--- config.mk ---
export PLATFORM = sky130hd
export DESIGN_NAME = float_class_scheduler
export DESIGN_NICKNAME = d
export VERILOG_FILES = /design/src/rtl/float_class_scheduler.sv
export SDC_FILE = /design/constraint.sdc
export NUM_CORES = 1
export LEC_CHECK = 0
export ABC_AREA = 1
export ABC_CLOCK_PERIOD_IN_PS = 1550
export CAP_MARGIN = 10
export CORE_UTILIZATION = 33
export CTS_CLUSTER_DIAMETER = 100
export DETAILED_ROUTE_END_ITERATION = 6
export PLACE_DENSITY_LB_ADDON = 0.15
export RECOVER_POWER = 50
export SYNTH_ARGS = -nofsm -noshare
export SYNTH_HDL_FRONTEND = slang
export SYNTH_SLANG_ARGS = --single-unit
--- constraint.sdc ---
create_clock -name Clk -period 1.55 [get_ports Clk]
set_clock_uncertainty 0.2 [all_clocks]
set_input_delay 0.31 -clock Clk [delete_from_list [all_inputs] [get_ports Clk]]
set_output_delay 0.31 -clock Clk [all_outputs]
set_load 0.02 [all_outputs]
--- src/rtl/float_class_scheduler.sv ---
// rtl/float_class_scheduler.sv - two-requester round-robin float classifier with one registered output slot
// Optional statistics counters enabled by defining FLOAT_CLASS_STATS_EN.
module float_class_scheduler #(
    parameter int FLOATSIZE    = 32,
    parameter int EXPONENTBITS = 8,
    parameter int MANTISSABITS = 23,
    parameter int CNTBITS      = 16
) (
    input  logic                 Clk,
    input  logic                 Rst,
    input  logic                 InValid0,
    input  logic [FLOATSIZE-1:0] InFloat0,
    output logic                 InReady0,
    input  logic                 InValid1,
    input  logic [FLOATSIZE-1:0] InFloat1,
    output logic                 InReady1,
    output logic                 OutValid,
    input  logic                 OutReady,
    output logic [FLOATSIZE-1:0] OutFloat,
    output logic                 OutSrc,
    output logic                 OutZero,
    output logic                 OutNormal,
    output logic                 OutException,
    input  logic                 StatClear,
    output logic [CNTBITS-1:0]   ExcCount,
    output logic [CNTBITS-1:0]   DenormCount
);

    typedef enum logic {
        SLOT_EMPTY = 1'b0,
        SLOT_FULL  = 1'b1
    } slot_state_t;

    slot_state_t          slot_q, slot_d;
    logic                 last_grant_q, last_grant_d;
    logic [FLOATSIZE-1:0] word_q, word_d;
    logic                 src_q, src_d;
    logic                 zero_q, zero_d;
    logic                 normal_q, normal_d;
    logic                 exc_q, exc_d;

    logic                    grant_valid;
    logic                    grant_sel;
    logic                    accept;
    logic [FLOATSIZE-1:0]    grant_word;
    logic [EXPONENTBITS-1:0] grant_exp;
    logic [MANTISSABITS-1:0] grant_man;
    logic                    exp_zero;
    logic                    man_zero;
    logic                    cls_exc;
    logic                    cls_zero;
    logic                    cls_normal;

    // Round robin: a lone requester always wins; on contention the one that
    // did not win the last accepted transfer goes first.
    always_comb begin
        grant_valid = InValid0 | InValid1;
        if (InValid0 && InValid1) begin
            grant_sel = ~last_grant_q;
        end else begin
            grant_sel = InValid1;
        end
        grant_word = grant_sel ? InFloat1 : InFloat0;
        accept     = grant_valid && ((slot_q == SLOT_EMPTY) || OutReady);
    end

    assign InReady0 = accept && !grant_sel;
    assign InReady1 = accept && grant_sel;

    assign grant_exp  = grant_word[FLOATSIZE-2:MANTISSABITS];
    assign grant_man  = grant_word[MANTISSABITS-1:0];
    assign exp_zero   = (grant_exp == '0);
    assign man_zero   = (grant_man == '0);
    assign cls_exc    = &grant_exp;
    assign cls_zero   = (exp_zero && man_zero) || cls_exc;
    assign cls_normal = !(exp_zero && !man_zero);

    always_comb begin
        slot_d       = slot_q;
        last_grant_d = last_grant_q;
        word_d       = word_q;
        src_d        = src_q;
        zero_d       = zero_q;
        normal_d     = normal_q;
        exc_d        = exc_q;
        if (accept) begin
            slot_d       = SLOT_FULL;
            last_grant_d = grant_sel;
            word_d       = grant_word;
            src_d        = grant_sel;
            zero_d       = cls_zero;
            normal_d     = cls_normal;
            exc_d        = cls_exc;
        end else if (OutReady) begin
            slot_d = SLOT_EMPTY;
        end
    end

    always_ff @(posedge Clk or negedge Rst) begin
        if (!Rst) begin
            slot_q       <= SLOT_EMPTY;
            last_grant_q <= 1'b1;
            word_q       <= '0;
            src_q        <= 1'b0;
            zero_q       <= 1'b0;
            normal_q     <= 1'b0;
            exc_q        <= 1'b0;
        end else begin
            slot_q       <= slot_d;
            last_grant_q <= last_grant_d;
            word_q       <= word_d;
            src_q        <= src_d;
            zero_q       <= zero_d;
            normal_q     <= normal_d;
            exc_q        <= exc_d;
        end
    end

    assign OutValid     = (slot_q == SLOT_FULL);
    assign OutFloat     = word_q;
    assign OutSrc       = src_q;
    assign OutZero      = zero_q;
    assign OutNormal    = normal_q;
    assign OutException = exc_q;

`ifdef FLOAT_CLASS_STATS_EN
    localparam logic [CNTBITS-1:0] CNT_ONE = {{(CNTBITS-1){1'b0}}, 1'b1};

    logic [CNTBITS-1:0] exc_cnt_q, exc_cnt_d;
    logic [CNTBITS-1:0] den_cnt_q, den_cnt_d;
    logic               cls_denorm;

    assign cls_denorm = exp_zero && !man_zero;

    // Clear dominates any increment landing on the same edge.
    always_comb begin
        exc_cnt_d = exc_cnt_q;
        den_cnt_d = den_cnt_q;
        if (StatClear) begin
            exc_cnt_d = '0;
            den_cnt_d = '0;
        end else if (accept) begin
            if (cls_exc && (exc_cnt_q != '1)) begin
                exc_cnt_d = exc_cnt_q + CNT_ONE;
            end
            if (cls_denorm && (den_cnt_q != '1)) begin
                den_cnt_d = den_cnt_q + CNT_ONE;
            end
        end
    end

    always_ff @(posedge Clk or negedge Rst) begin
        if (!Rst) begin
            exc_cnt_q <= '0;
            den_cnt_q <= '0;
        end else begin
            exc_cnt_q <= exc_cnt_d;
            den_cnt_q <= den_cnt_d;
        end
    end

    assign ExcCount    = exc_cnt_q;
    assign DenormCount = den_cnt_q;
`else
    logic unused_stat_clear;

    assign unused_stat_clear = StatClear;
    assign ExcCount          = '0;
    assign DenormCount       = '0;
`endif

endmodule

# Word-level counts from Yosys, hierarchy flattened
# Index checks and enable logic that the tools add are counted.
dict set report totals {
  ff_bits 38
  inputBits 70
  output_inout_bits 71
}
dict set report op_classes {
  n_reduce_logical 15
  bitwise 3
  mux 4
}
# cell count
set ops {}
lappend ops {{$mux 32} 1}
lappend ops {{$logic_not 23->1} 1}
lappend ops {{$logic_not 8->1} 1}
lappend ops {{$reduce_and 8->1} 1}
lappend ops {{$logic_and 1x1->1} 6}
lappend ops {{$logic_not 1->1} 3}
lappend ops {{$mux 1} 3}
lappend ops {{$logic_or 1x1->1} 2}
lappend ops {{$not 1->1} 2}
lappend ops {{$reduce_bool 2->1} 1}
lappend ops {{$or 1x1->1} 1}

# Logic depth before layout (Yosys ltp)
dict set report depth {
  ltp_word 7
  ltp_mapped 12
  depth_no_buf 11
}

# Worst setup path after synthesis
# OpenSTA, ideal clock, no wires.
dict set report synth_timing {
  kind {reg-to-reg}
  startpoint {reg last_grant_q}
  endpoint {reg normal_q (netlist: OutNormal)}
  period_less_slack_ns 1.659
  path_slack_ns -0.109
  n_path_buf 2
  arrival_ns 1.382
  stages_incl_launch_ff 11
  cell_sequence {dfstp_2 nand2_2 buf_6 buf_12 nand3_2 nand2_1 nor2_1 nand2_1 nor2_2 nand3_1 a21oi_1}
}
dict set report synth_via {
  elab_chain_len 7
  elab_cells_between_ends 8
}
# item line_no
set synth_lines {}
lappend synth_lines {{start, declared} 35} ;# logic last_grant_q, last_grant_d;
lappend synth_lines {{start signal, assigned} 110} ;# last_grant_q <= last_grant_d;
lappend synth_lines {{$not 1->1 (*)} 59} ;# grant_sel = ~last_grant_q;
lappend synth_lines {{$mux 1 (*)} 58} ;# if (InValid0 && InValid1) begin
lappend synth_lines {{$mux 32 (*)} 63} ;# grant_word = grant_sel ? InFloat1 : InFloat0;
lappend synth_lines {{$logic_not 23->1} 73} ;# assign man_zero = (grant_man == '0);
lappend synth_lines {{$logic_not 1->1} 76} ;# assign cls_normal = !(exp_zero && !man_zero);
lappend synth_lines {{$logic_and 1x1->1 (*)} 76}
lappend synth_lines {{$logic_not 1->1 (*)} 76}
lappend synth_lines {{end signal, assigned} 114} ;# normal_q <= normal_d;
lappend synth_lines {{end, declared} 39} ;# logic normal_q, normal_d;
# Mark *: on every way between the ends. The rest lies on a longest branch, timed or not.
# A chain may end at the register's enable or synchronous reset.

# Final worst setup path
dict set report layout_timing {
  startpoint {reg last_grant_q}
  endpoint {out InReady1}
}
dict set report layout_via {
  elab_chain_len 3
}
# item line_no
set layout_lines {}
lappend layout_lines {{$not 1->1} 59}
lappend layout_lines {{$mux 1} 58}
lappend layout_lines {{$logic_and 1x1->1} 68} ;# assign InReady1 = accept && grant_sel;
lappend layout_lines {{end, declared} 16} ;# output logic InReady1,
# No other way between the ends.

==> flow_summary.yaml <==
power:
  cellLeakagePower_nw: 2.06
  vdd.ir_drop.worst_uv: 398
  power_density_mw_per_mm2: 838
setup_path:
  crit_fanout: 6
  reg2reg_slack_ns: -0.31
  setup.worst_path.class: "reg2out"
  rr_worst_depth: 11
  critical_path_arrival_ns: 1.35
  r2r-start: "last_grant_q$_DFFE_PN1P_"
  worstPathRequired_ns: 1.04
  r2r_end: "OutZero$_DFFE_PN0P_"
  end_kind: "primary output"
  worstSetupStartpointType: "flip-flop"
grt:
  grt_pass1_wl_um: 10500
  grt_usage_pct: 18.1
  overflow: 0
  antenna_found_initial: 0
  grt_pass1_vias: 2317
  grt_max_degree: 39
detailed_routing:
  drc: 0
  wl_um: 7220
  routedWlPerCell_um: 12.9
  vias_per_cell: 4.40
  drt_iter0_drc: 78
  vias: 2466
  ant_nets: 0
  drt_pass1_iterations: 6
place:
  port-buffer-count: 107
  placed_cell_area_mm2: 0.00357
  dpl.cell_count: 540
  gp_congestion: 0.785
  dp_hpwl_um: 4730
cts:
  h-tree-depth: 2
  clk_pin_slew_ns: 0.08
  cts_sinks: 38
  cts_tree: "yes"
  clock_latency_ns: 0.29
  clockRootBuffer: "clkbuf_8"
  cts_buffer_depth: 2
  numCtsBuffers: 5
sta:
  slew_headroom_pct: 64.8
  tightest_slew_ns: 0.528
  finalMaxSlewViolations: 0
  fmax_mhz: 538
  setup_slack_ns: -0.308
  finalSetupViolations: 16
  fin_crit_sh_pct: 120
  grt_setup_unrepaired: "true"
  hold_violations: 0
  layout_min_cycle_time_ns: 1.86
worst_hold_path:
  min_from: "OutException$_DFFE_PN0P_"
  min_path_cells: 2
  hp-class: "reg2reg"
  holdPathEnd: "OutException$_DFFE_PN0P_"
cells_and_area:
  final_cell_mix: "clkdlybuf4s50_1 (65), nand2_1 (63), dfrtp_1 (36)"
  mostFrequentLayoutCell: "clkdlybuf4s50_1"
  layout-drive-gt1-share_pct: 30.5
  final_cell_area_mm2: 0.00423
  ff_latch_area_um2: 953
  area_growth_pct: 79.3
  nNetsFinal: 534
  fin_cells: 561
  antenna_cells: 0
  multi_input_area_mm2: 0.00142
  fill_cells: 608
synthesis:
  ys_warn_count: 0
  ys_types: 25
  ys_seq_elements: 38
  synth-simple-area-share_pct: 31.7
  synth_xor_area_share_pct: 0
  seq_area_frac_synth_pct: 40.4
  synth_top_family_by_area: "simple AND/OR/NAND/NOR gates"
  synth_compound_area_share_pct: 8.70
  synth_mux_area_share_pct: 0
  avgSynthCellArea_um2: 7.44
  synth_area_mm2: 0.00236
  syn_inst: 317
  synthAdderAreaFrac_pct: 0
floorplanning:
  start_util_pct: 34.5
  placement_rows: 30
  die_area_mm2: 0.00749
  fp.dieH_um: 86.5
  ioPinCount: 141
  die_x_um: 86.5
  core_mm2: 0.00683
flow_run:
  drv_cap: 0
status:
  violations: "setup timing"
  outcome: "finished, violations left"
per-layer routing:
metal | wire, um | part of all wire (%) | global-route usage [%]
met2 | 3660 | 51 | 32.0
met4 | 84 | 1.2 | 5.00
met3 | 540 | 7.5 | 4.76
met5 | 0 | 0 | 0
met1 | 2940 | 41 | 21.8
synthesized netlist by cell type:
library cell,count,area share [%]
a21oi_1,1,0.21
a31oi_1,17,4.5
buf_12,2,1.7
buf_2,3,0.64
buf_4,34,11
buf_6,4,1.9
clkbuf_1,4,0.64
conb_1,1,0.16
dfrtp_1,37,39
dfstp_2,1,1.1
inv_1,20,3.2
inv_2,1,0.16
nand2_1,102,16
nand2_2,2,0.53
nand2_4,1,0.48
nand3_1,17,3.6
nand3_2,8,3.4
nand3b_1,1,0.32
nor2_1,40,6.4
nor2_2,1,0.27
o21ai_0,13,2.8
o21ai_1,4,0.85
o21ai_2,1,0.37
or2_1,1,0.27
or2_2,1,0.27
worst max path at each step:
stage | from | slack, ns | end | cells past startpoint
final | last_grant_q$_DFFE_PN1P_ | -0.31 | InReady1 | 6
after global routing | last_grant_q$_DFFE_PN1P_ | -0.45 | OutZero$_DFFE_PN0P_ | 11
after CTS | last_grant_q$_DFFE_PN1P_ | -0.28 | OutNormal$_DFFE_PN0P_ | 9
after detailed placement | InValid1 | -0.76 | InReady1 | 6
after global placement | InValid1 | -0.75 | InReady1 | 6
after floorplan | last_grant_q$_DFFE_PN1P_ | -0.11 | OutNormal$_DFFE_PN0P_ | 10
timing repair:
action / 4_1_cts / 5_1_grt
endpoints found under the setup margin: 71 / 34
resized for setup: 92 / 96
setup buffers: 6 / 9
pin swaps: 5 / 35
endpoints found under the hold margin: 37 / 0
hold buffers: 1 / 0
cloned: 1 / 2
metrics by stage:
step           hold slack (ns)  TNS [ns]  worst slack, ns  total power [mW]  util (%)
5_1_grt                  0.304     -3.56           -0.447              3.75      61.9
2_1_floorplan           -0.186    -0.197           -0.109              2.01         -
6_report                 0.280     -2.28           -0.308              3.55      61.9
4_1_cts                  0.290     -1.45           -0.275              3.34      55.7
3_3_place_gp             0.100    -15.23           -0.751              2.63      52.3
3_5_place_dp            0.0936    -16.08           -0.761              2.64      52.3
state kept, by name, indices dropped and copies added, names as in the netlist:
signal        cells
OutZero           1
last_grant_q      1
OutValid          1
OutNormal         1
OutException      1
OutSrc            1
OutFloat         32
final cells by class:
class,count,area share (%)
multi-input combinational,242,33.6
inverter,21,2.04
clock inverter,2,0.296
clock buffer,6,1.95
tap,96,2.84
sequential,38,22.5
timing repair buffer,156,36.7
power breakdown:
group	switching, mW	internal, mW	leakage, nW
Sequential	0.0857	1.16	0.444
Clock	0.357	0.358	0.0472
Combinational	0.872	0.716	1.57
worst max-delay path: stages (launching register included):
cell and delay (ns):
dfstp_2 0.57, nand2_4 0.08, nand2_8 0.13, inv_8 0.05
nand2_2 0.07, inv_2 0.04, buf_6 0.12
kinds of logic after synthesis:
logic type	count (synthesis)
buf+inv	68
flops	38
other cells	1
simple gates	174
compound gates	36
Power figures use the tool's default switching activity.
